==> src/rtl/cpu_bus_if_wb_pkg.sv <==
// Shared encodings for the CPU-side bus interface: FSM states, bus direction,
// active-low strobe levels and the default slave-index field location.
package cpu_bus_if_wb_pkg;

    typedef enum logic [1:0] {
        IDLE   = 2'd0,
        REQ    = 2'd1,
        ACCESS = 2'd2,
        STALL  = 2'd3
    } bus_state_e;

    localparam logic READ     = 1'b1;
    localparam logic WRITE    = 1'b0;
    localparam logic ENABLE_  = 1'b0;
    localparam logic DISABLE_ = 1'b1;

    localparam int SLV_IDX_MSB = 29;
    localparam int SLV_IDX_LSB = 27;

endpackage

==> src/rtl/cpu_bus_if_wb_if.sv <==
// CPU / SPM / shared-bus signal bundle. The slave modport is the interface
// block's view; the master modport is the pipeline-plus-bus environment's view.
interface cpu_bus_if_wb_if #(
    parameter int ADDR_W = 30,
    parameter int DATA_W = 32
);
    logic              stall;
    logic              flush;
    logic              busy;
    logic [ADDR_W-1:0] addr;
    logic              as_n;
    logic              rw;
    logic [DATA_W-1:0] wr_data;
    logic [DATA_W-1:0] rd_data;
    logic [ADDR_W-1:0] spm_addr;
    logic              spm_as_n;
    logic              spm_rw;
    logic [DATA_W-1:0] spm_wr_data;
    logic [DATA_W-1:0] spm_rd_data;
    logic              bus_req_n;
    logic              bus_grnt_n;
    logic [ADDR_W-1:0] bus_addr;
    logic              bus_as_n;
    logic              bus_rw;
    logic [DATA_W-1:0] bus_wr_data;
    logic [DATA_W-1:0] bus_rd_data;
    logic              bus_rdy_n;
    logic              bus_err;
    logic              wbuf_empty;

    modport slave (
        input  stall, flush, addr, as_n, rw, wr_data, spm_rd_data,
               bus_grnt_n, bus_rd_data, bus_rdy_n,
        output busy, rd_data, spm_addr, spm_as_n, spm_rw, spm_wr_data,
               bus_req_n, bus_addr, bus_as_n, bus_rw, bus_wr_data,
               bus_err, wbuf_empty
    );

    modport master (
        output stall, flush, addr, as_n, rw, wr_data, spm_rd_data,
               bus_grnt_n, bus_rd_data, bus_rdy_n,
        input  busy, rd_data, spm_addr, spm_as_n, spm_rw, spm_wr_data,
               bus_req_n, bus_addr, bus_as_n, bus_rw, bus_wr_data,
               bus_err, wbuf_empty
    );

endinterface

==> src/rtl/cpu_bus_if_wb_wbuf.sv <==
// Posted-write FIFO of {addr,data}. Pointers carry one extra wrap bit so
// full and empty are distinguished without a separate count.
module cpu_bus_if_wb_wbuf #(
    parameter int WIDTH = 62,
    parameter int DEPTH = 4
) (
    input  logic             clk,
    input  logic             reset,
    input  logic             push_i,
    input  logic             pop_i,
    input  logic [WIDTH-1:0] din_i,
    output logic [WIDTH-1:0] head_o,
    output logic             full_o,
    output logic             empty_o
);
    localparam int AW = $clog2(DEPTH);

    logic [AW:0]      wr_ptr_q, wr_ptr_d;
    logic [AW:0]      rd_ptr_q, rd_ptr_d;
    logic [WIDTH-1:0] mem_q [DEPTH];
    logic             do_push, do_pop;

    assign empty_o = (wr_ptr_q == rd_ptr_q);
    assign full_o  = (wr_ptr_q[AW] != rd_ptr_q[AW]) &&
                     (wr_ptr_q[AW-1:0] == rd_ptr_q[AW-1:0]);
    assign do_push = push_i && !full_o;
    assign do_pop  = pop_i && !empty_o;
    assign wr_ptr_d = wr_ptr_q + (AW+1)'(do_push);
    assign rd_ptr_d = rd_ptr_q + (AW+1)'(do_pop);
    assign head_o  = mem_q[rd_ptr_q[AW-1:0]];

    always_ff @(posedge clk) begin
        if (reset) begin
            wr_ptr_q <= '0;
            rd_ptr_q <= '0;
        end else begin
            wr_ptr_q <= wr_ptr_d;
            rd_ptr_q <= rd_ptr_d;
        end
    end

    always_ff @(posedge clk) begin
        if (do_push) mem_q[wr_ptr_q[AW-1:0]] <= din_i;
    end

endmodule

==> src/rtl/cpu_bus_if_wb.sv <==
// CPU-side bus interface: SPM bypass, posted-write buffer drained ahead of
// reads, and a per-access timeout that aborts with a one-cycle bus_err.
module cpu_bus_if_wb
    import cpu_bus_if_wb_pkg::*;
#(
    parameter int ADDR_W     = 30,
    parameter int DATA_W     = 32,
    parameter int IDX_MSB    = SLV_IDX_MSB,
    parameter int IDX_LSB    = SLV_IDX_LSB,
    parameter int SPM_IDX    = 1,
    parameter int WBUF_DEPTH = 4,
    parameter int TIMEOUT    = 255
) (
    input logic            clk,
    input logic            reset,
    cpu_bus_if_wb_if.slave bif
);
    localparam int IDX_W = IDX_MSB - IDX_LSB + 1;
    localparam int CNT_W = $clog2(TIMEOUT + 1);
    localparam logic [IDX_W-1:0] SPM_SEL  = IDX_W'(SPM_IDX);
    localparam logic [CNT_W-1:0] CNT_LAST = CNT_W'(TIMEOUT - 1);
    localparam logic [CNT_W-1:0] CNT_SAT  = CNT_W'(TIMEOUT);

    bus_state_e        state_q, state_d;
    logic [ADDR_W-1:0] bus_addr_q, bus_addr_d;
    logic [DATA_W-1:0] bus_wr_data_q, bus_wr_data_d;
    logic              bus_rw_q, bus_rw_d;
    logic              bus_req_n_q, bus_req_n_d;
    logic              bus_as_n_q, bus_as_n_d;
    logic              bus_err_q, bus_err_d;
    logic [DATA_W-1:0] rd_buf_q, rd_buf_d;
    logic [CNT_W-1:0]  cnt_q, cnt_d;

    logic                     cpu_vld, is_spm, spm_acc, wr_req, rd_req;
    logic                     rdy, grnt, timeout_hit, xfer_end, rd_ret;
    logic                     push, pop, wb_full, wb_empty;
    logic [ADDR_W+DATA_W-1:0] wb_head;
    logic                     busy_o, spm_as_n_o;
    logic [DATA_W-1:0]        rd_data_o;

    assign cpu_vld = (bif.as_n == ENABLE_) && !bif.flush;
    assign is_spm  = (bif.addr[IDX_MSB:IDX_LSB] == SPM_SEL);
    assign spm_acc = cpu_vld && is_spm;
    assign wr_req  = cpu_vld && !is_spm && (bif.rw == WRITE);
    assign rd_req  = cpu_vld && !is_spm && (bif.rw == READ);

    assign rdy         = (bif.bus_rdy_n == ENABLE_);
    assign grnt        = (bif.bus_grnt_n == ENABLE_);
    assign timeout_hit = (state_q == ACCESS) && !rdy && (cnt_q == CNT_LAST);
    assign xfer_end    = (state_q == ACCESS) && (rdy || timeout_hit);
    assign rd_ret      = xfer_end && (bus_rw_q == READ);
    // A timed-out write is dropped so the buffer cannot wedge on a dead slave.
    assign pop         = xfer_end && (bus_rw_q == WRITE);
    assign push        = wr_req && !wb_full && !bif.stall;

    cpu_bus_if_wb_wbuf #(
        .WIDTH(ADDR_W + DATA_W),
        .DEPTH(WBUF_DEPTH)
    ) u_wbuf (
        .clk    (clk),
        .reset  (reset),
        .push_i (push),
        .pop_i  (pop),
        .din_i  ({bif.addr, bif.wr_data}),
        .head_o (wb_head),
        .full_o (wb_full),
        .empty_o(wb_empty)
    );

    always_ff @(posedge clk) begin
        if (reset) state_q <= IDLE;
        else       state_q <= state_d;
    end

    always_comb begin
        state_d = state_q;
        case (state_q)
            IDLE:    if (!wb_empty || rd_req) state_d = REQ;
            REQ:     if (grnt) state_d = ACCESS;
            ACCESS:  if (xfer_end)
                         state_d = (bus_rw_q == READ && bif.stall) ? STALL : IDLE;
            STALL:   if (!bif.stall) state_d = IDLE;
            default: state_d = IDLE;
        endcase
    end

    always_comb begin
        bus_addr_d    = bus_addr_q;
        bus_wr_data_d = bus_wr_data_q;
        bus_rw_d      = bus_rw_q;
        bus_req_n_d   = bus_req_n_q;
        bus_as_n_d    = DISABLE_;
        bus_err_d     = 1'b0;
        rd_buf_d      = rd_buf_q;
        cnt_d         = cnt_q;
        case (state_q)
            IDLE: begin
                // Buffered writes go first so a read never overtakes them.
                if (!wb_empty) begin
                    {bus_addr_d, bus_wr_data_d} = wb_head;
                    bus_rw_d    = WRITE;
                    bus_req_n_d = ENABLE_;
                end else if (rd_req) begin
                    bus_addr_d  = bif.addr;
                    bus_rw_d    = READ;
                    bus_req_n_d = ENABLE_;
                end
            end
            REQ: begin
                if (grnt) begin
                    bus_as_n_d = ENABLE_;
                    cnt_d      = '0;
                end
            end
            ACCESS: begin
                if (xfer_end) begin
                    bus_req_n_d   = DISABLE_;
                    bus_addr_d    = '0;
                    bus_wr_data_d = '0;
                    bus_rw_d      = READ;
                    if (bus_rw_q == READ) rd_buf_d = rdy ? bif.bus_rd_data : '0;
                    if (!rdy) begin
                        bus_err_d = 1'b1;
                        cnt_d     = CNT_SAT;
                    end
                end else begin
                    cnt_d = cnt_q + 1'b1;
                end
            end
            default: ;
        endcase
    end

    always_comb begin
        busy_o     = 1'b0;
        rd_data_o  = '0;
        spm_as_n_o = DISABLE_;
        if (spm_acc) begin
            if (!bif.stall) spm_as_n_o = ENABLE_;
            if (bif.rw == READ) rd_data_o = bif.spm_rd_data;
        end else if (state_q == STALL) begin
            rd_data_o = rd_buf_q;
            busy_o    = wr_req && wb_full;
        end else if (rd_ret) begin
            rd_data_o = rdy ? bif.bus_rd_data : '0;
        end else if (rd_req || (wr_req && wb_full)) begin
            busy_o = 1'b1;
        end
    end

    always_ff @(posedge clk) begin
        if (reset) begin
            bus_addr_q    <= '0;
            bus_wr_data_q <= '0;
            bus_rw_q      <= READ;
            bus_req_n_q   <= DISABLE_;
            bus_as_n_q    <= DISABLE_;
            bus_err_q     <= 1'b0;
            rd_buf_q      <= '0;
            cnt_q         <= '0;
        end else begin
            bus_addr_q    <= bus_addr_d;
            bus_wr_data_q <= bus_wr_data_d;
            bus_rw_q      <= bus_rw_d;
            bus_req_n_q   <= bus_req_n_d;
            bus_as_n_q    <= bus_as_n_d;
            bus_err_q     <= bus_err_d;
            rd_buf_q      <= rd_buf_d;
            cnt_q         <= cnt_d;
        end
    end

    assign bif.busy        = busy_o;
    assign bif.rd_data     = rd_data_o;
    assign bif.spm_addr    = bif.addr;
    assign bif.spm_as_n    = spm_as_n_o;
    assign bif.spm_rw      = bif.rw;
    assign bif.spm_wr_data = bif.wr_data;
    assign bif.bus_req_n   = bus_req_n_q;
    assign bif.bus_addr    = bus_addr_q;
    assign bif.bus_as_n    = bus_as_n_q;
    assign bif.bus_rw      = bus_rw_q;
    assign bif.bus_wr_data = bus_wr_data_q;
    assign bif.bus_err     = bus_err_q;
    assign bif.wbuf_empty  = wb_empty;

endmodule
==> src/flat_wrapper.sv <==
// flat-port wrapper written by rule: the top's interface ports become plain ports
module cpu_bus_if_wb_flat import cpu_bus_if_wb_pkg::*;
#(
    parameter int ADDR_W     = 30,
    parameter int DATA_W     = 32,
    parameter int IDX_MSB    = SLV_IDX_MSB,
    parameter int IDX_LSB    = SLV_IDX_LSB,
    parameter int SPM_IDX    = 1,
    parameter int WBUF_DEPTH = 4,
    parameter int TIMEOUT    = 255
)
  (clk, reset, bif_stall, bif_flush, bif_addr, bif_as_n, bif_rw, bif_wr_data, bif_spm_rd_data, bif_bus_grnt_n, bif_bus_rd_data, bif_bus_rdy_n, bif_busy, bif_rd_data, bif_spm_addr, bif_spm_as_n, bif_spm_rw, bif_spm_wr_data, bif_bus_req_n, bif_bus_addr, bif_bus_as_n, bif_bus_rw, bif_bus_wr_data, bif_bus_err, bif_wbuf_empty);
  cpu_bus_if_wb_if #(.ADDR_W(ADDR_W), .DATA_W(DATA_W)) bif_i ();
  input logic clk;
  input logic reset;
  input wire logic [$bits(bif_i.stall)-1:0] bif_stall;
  input wire logic [$bits(bif_i.flush)-1:0] bif_flush;
  input wire logic [$bits(bif_i.addr)-1:0] bif_addr;
  input wire logic [$bits(bif_i.as_n)-1:0] bif_as_n;
  input wire logic [$bits(bif_i.rw)-1:0] bif_rw;
  input wire logic [$bits(bif_i.wr_data)-1:0] bif_wr_data;
  input wire logic [$bits(bif_i.spm_rd_data)-1:0] bif_spm_rd_data;
  input wire logic [$bits(bif_i.bus_grnt_n)-1:0] bif_bus_grnt_n;
  input wire logic [$bits(bif_i.bus_rd_data)-1:0] bif_bus_rd_data;
  input wire logic [$bits(bif_i.bus_rdy_n)-1:0] bif_bus_rdy_n;
  output wire logic [$bits(bif_i.busy)-1:0] bif_busy;
  output wire logic [$bits(bif_i.rd_data)-1:0] bif_rd_data;
  output wire logic [$bits(bif_i.spm_addr)-1:0] bif_spm_addr;
  output wire logic [$bits(bif_i.spm_as_n)-1:0] bif_spm_as_n;
  output wire logic [$bits(bif_i.spm_rw)-1:0] bif_spm_rw;
  output wire logic [$bits(bif_i.spm_wr_data)-1:0] bif_spm_wr_data;
  output wire logic [$bits(bif_i.bus_req_n)-1:0] bif_bus_req_n;
  output wire logic [$bits(bif_i.bus_addr)-1:0] bif_bus_addr;
  output wire logic [$bits(bif_i.bus_as_n)-1:0] bif_bus_as_n;
  output wire logic [$bits(bif_i.bus_rw)-1:0] bif_bus_rw;
  output wire logic [$bits(bif_i.bus_wr_data)-1:0] bif_bus_wr_data;
  output wire logic [$bits(bif_i.bus_err)-1:0] bif_bus_err;
  output wire logic [$bits(bif_i.wbuf_empty)-1:0] bif_wbuf_empty;
  assign bif_i.stall = bif_stall;
  assign bif_i.flush = bif_flush;
  assign bif_i.addr = bif_addr;
  assign bif_i.as_n = bif_as_n;
  assign bif_i.rw = bif_rw;
  assign bif_i.wr_data = bif_wr_data;
  assign bif_i.spm_rd_data = bif_spm_rd_data;
  assign bif_i.bus_grnt_n = bif_bus_grnt_n;
  assign bif_i.bus_rd_data = bif_bus_rd_data;
  assign bif_i.bus_rdy_n = bif_bus_rdy_n;
  assign bif_busy = bif_i.busy;
  assign bif_rd_data = bif_i.rd_data;
  assign bif_spm_addr = bif_i.spm_addr;
  assign bif_spm_as_n = bif_i.spm_as_n;
  assign bif_spm_rw = bif_i.spm_rw;
  assign bif_spm_wr_data = bif_i.spm_wr_data;
  assign bif_bus_req_n = bif_i.bus_req_n;
  assign bif_bus_addr = bif_i.bus_addr;
  assign bif_bus_as_n = bif_i.bus_as_n;
  assign bif_bus_rw = bif_i.bus_rw;
  assign bif_bus_wr_data = bif_i.bus_wr_data;
  assign bif_bus_err = bif_i.bus_err;
  assign bif_wbuf_empty = bif_i.wbuf_empty;
  cpu_bus_if_wb #(.ADDR_W(ADDR_W), .DATA_W(DATA_W), .IDX_MSB(IDX_MSB), .IDX_LSB(IDX_LSB), .SPM_IDX(SPM_IDX), .WBUF_DEPTH(WBUF_DEPTH), .TIMEOUT(TIMEOUT)) u_core (.clk(clk), .reset(reset), .bif(bif_i));
endmodule
==> config.mk <==
export PLATFORM = sky130hd
export DESIGN_NAME = cpu_bus_if_wb_flat
export DESIGN_NICKNAME = d
export VERILOG_FILES = /design/src/rtl/cpu_bus_if_wb_pkg.sv /design/src/rtl/cpu_bus_if_wb_if.sv /design/src/rtl/cpu_bus_if_wb_wbuf.sv /design/src/rtl/cpu_bus_if_wb.sv /design/src/flat_wrapper.sv
export SDC_FILE = /design/constraint.sdc
export NUM_CORES = 1
export LEC_CHECK = 0
export CORE_UTILIZATION = 45
export DETAILED_ROUTE_END_ITERATION = 10
export HOLD_SLACK_MARGIN = 0.03
export PLACE_DENSITY = 0.79
export SLEW_MARGIN = 40
export SYNTH_ARGS = -nofsm -noshare
export SYNTH_HDL_FRONTEND = slang
export SYNTH_SLANG_ARGS = --single-unit
==> constraint.sdc <==
create_clock -name clk -period 8.45 [get_ports clk]
set_input_delay 0.845 -clock clk [delete_from_list [all_inputs] [get_ports clk]]
set_output_delay 0.845 -clock clk [all_outputs]
set_load 0.01 [all_outputs]
==> metrics.txt <==
Fin. Hold Viols 0; initial drt markers 659; syn nets 1,221; Antenna diodes 0; vias in the first global route 9,861; worst-margin pin slew 758.5 ps; Site Rows 66; worst hold stages 1; total core area 32,620 sq um; Final Setup Violations 0; largest net degree at the start of global routing 68; Syn Inst Count 1,077; Synth area leaders edfxtp_1 50%, dfxtp_1 15%, mux4_2 9.3%; most numerous cell in the Yosys netlist edfxtp_1; highest layer used for signal routing met4; GRT Total Usage 20.93%; Die W 184.2 microns; Lkg Pwr 0.006309 uW; hold buffer count at cts 0; CTS buffer count 39; DR vias/cell 5.534; Critical Path RT 7610 ps; met3 routed WL 2874 microns; PD cells 228.1 nW/um^2; Design Area, Final 19,250 sq um; CP arrival 3630 ps; Yosys top cell area share 49.83%; Worst Setup Start Kind flip-flop; cell taking the most area after synthesis edfxtp_1; commonest cells in the netlist 248 x edfxtp_1, 143 x a21oi_1, 114 x dfxtp_1; post-CTS sizing 0; RSZ-0062 raised after global routing no; critical path capture point type output pin; Root Buffer clkbuf_16; Worst slew margin 49.36%; TritonRoute pass-1 iters 5; clock sinks 362; Synth Warn # 0; FF+latch count, synth 362; Synth Flop Type edfxtp_1; first-pass GRT wire length 54,450 microns; CTS tree done; Post-synth EDFFs 248; # H-tree levels 2; terminus of the critical flop-to-flop path u_core.bif.bus_addr[2]; Max clock buf depth 3; Setup CP Type flip-flop to output pin; Reg2Reg Setup Slack 4960 ps; Met2 Wirelength 17,550 microns; IO Count 298; CP Max Fanout 32; vias 9,746; status complete, no violations; Final Critical Period 4479 ps; PortBufs 297; Slew Viols, Final 0; DP Area 17,930 sq um; fmax 223.3 MHz; Reg2Reg Depth 8; DRC 0; HPWL Detailed 21,570 microns; Tcrit/Tclk final 53.01%; Seq/Total Area, Yosys 65.10%; r2r startpoint u_core.u_wbuf.rd_ptr_q[1]; Routed WL 35,740 microns; gp weighted congestion 0.7915; Area Growth Syn to Fin 28.79%; Avg Inst Size Synth 13.88 sq um; Worst Hold Launch u_core.bif.bus_addr[14]; Skew-Pair Late Insertion Delay 530 ps; WL/cell 20.29 microns; postcts setup bufs 0; DIE HEIGHT 184.2 microns; die area 33,940 sq um; Fin Setup TNS 0 ps; Routed Antenna Nets 0; Worst-path clk slew 60 ps; net total in the final layout 1,433; Async S/R FF share, synth 0%; maximum vdd drop 0.0001856 V; Setup Skew 21.67 ps; initial antenna violation count 0; M1 WL 14,620 microns; ratio of cells with drive above 1 in the final layout 11.90%; Hold/Removal Path Class flip-flop to flip-flop; initial core utilization 45.82%; Hold Crit Endpoint u_core.bif.bus_addr[14]; mapped cell area 14,950 sq um; Max-Cap Viols 0; Congestion Overflow GR 0; Netlist cell types 46
## report_power, final
part	switching, uW	internal, uW	total, uW
sequential	53.5	1980	2030
combinational	343	301	645
clock	672	1040	1710
total	1070	3320	4390
## worst max path at each step
stage                 startpoint                         to  slack (ps)
5_1_grt        u_core.state_q[0]            bif_rd_data[13]        3740
2_1_floorplan             bif_rw  u_core.u_wbuf.mem_q[2][0]        1670
4_1_cts        u_core.state_q[0]            bif_rd_data[13]        3990
3_3_place_gp        bif_addr[29]               bif_spm_as_n        3780
6_report       u_core.state_q[0]            bif_rd_data[13]        3970
3_5_place_dp        bif_addr[29]               bif_spm_as_n        4020
## sequential cells by signal (all words and copies together) (netlist names), 2 cells and up
name,flops
u_core.u_wbuf.mem_q,248
u_core.bif.bus_wr_data,32
u_core.rd_buf_q,32
u_core.bif.bus_addr,30
u_core.cnt_q,8
u_core.u_wbuf.rd_ptr_q,3
u_core.u_wbuf.wr_ptr_q,3
u_core.state_q,2
## metrics by stage
stage | hold WS [ps] | instances | worst slack (ps) | util [%] | total power [uW]
floorplan | 465.8 | 1077 | 1674 | - | 2367
detailed placement | 447.7 | 1690 | 4024 | 54.97 | 2715
global placement | 445.7 | 1686 | 3778 | 54.59 | 2693
finish | 462.8 | 1761 | 3971 | 59.01 | 4391
CTS | 467.7 | 1761 | 3990 | 58.99 | 4437
global route | 480.3 | 1761 | 3745 | 59.01 | 4559
## routing by layer
metal / up-vias / global-route usage, %
li1: 4492 / -
met1: 4784 / 26.28
met2: 413 / 36.32
met3: 57 / 4.485
met4: 0 / 6.100
met5: - / 0
## cells by family (layout without fill, tap and decap cells)
logic type | count (synthesis) | in the layout | synth area share [%]
multiplexers | 62 | 62 | 9.343
adder cells (fa/ha/maj) | 10 | 10 | 0.8372
AND/OR/NAND/NOR | 232 | 232 | 8.673
buffers and inverters | 150 | 392 | 5.517
XOR/XNOR | 5 | 5 | 0.2930
flip-flops | 362 | 362 | 65.10
AO/OA/AOI/OAI | 256 | 256 | 10.24
## layout make-up
class,count,area [sq um]
Timing Repair Buffer,313,3153
Fill cell,2552,13370
Clock inverter,19,214.0
Tap cell,442,553.0
Inverter,8,30.03
Multi-Input combinational cell,565,4464
Clock buffer,52,1097
Sequential cell,362,9737
## cells in the final DEF, fill, tap and decap left out, drive strengths merged, types with 2 or more instances in the layout
master	n
nor2	50
xnor2	5
o2bb2ai	30
a21oi	144
nand4	4
nor3	7
a22oi	33
edfxtp	248
clkdlybuf4s50	296
nand2b	34
nor3b	35
a31oi	2
dfxtp	114
clkbuf	52
o21ai	38
bufinv	4
nor2b	5
a211oi	3
and3	34
buf	17
mux4	62
clkinv	13
nand2	12
nand3	42
ha	10
inv	9
## worst max-delay path: stages (launching register included)
cell             delay (ps)
dfxtp_1                 350
inv_1                   120
ha_1                    630
nand3_2                 710
nor3b_1                 430
a21oi_1                 100
a21oi_1                 210
clkdlybuf4s50_1         560
Note: power is estimated with default switching activity, not from simulation.
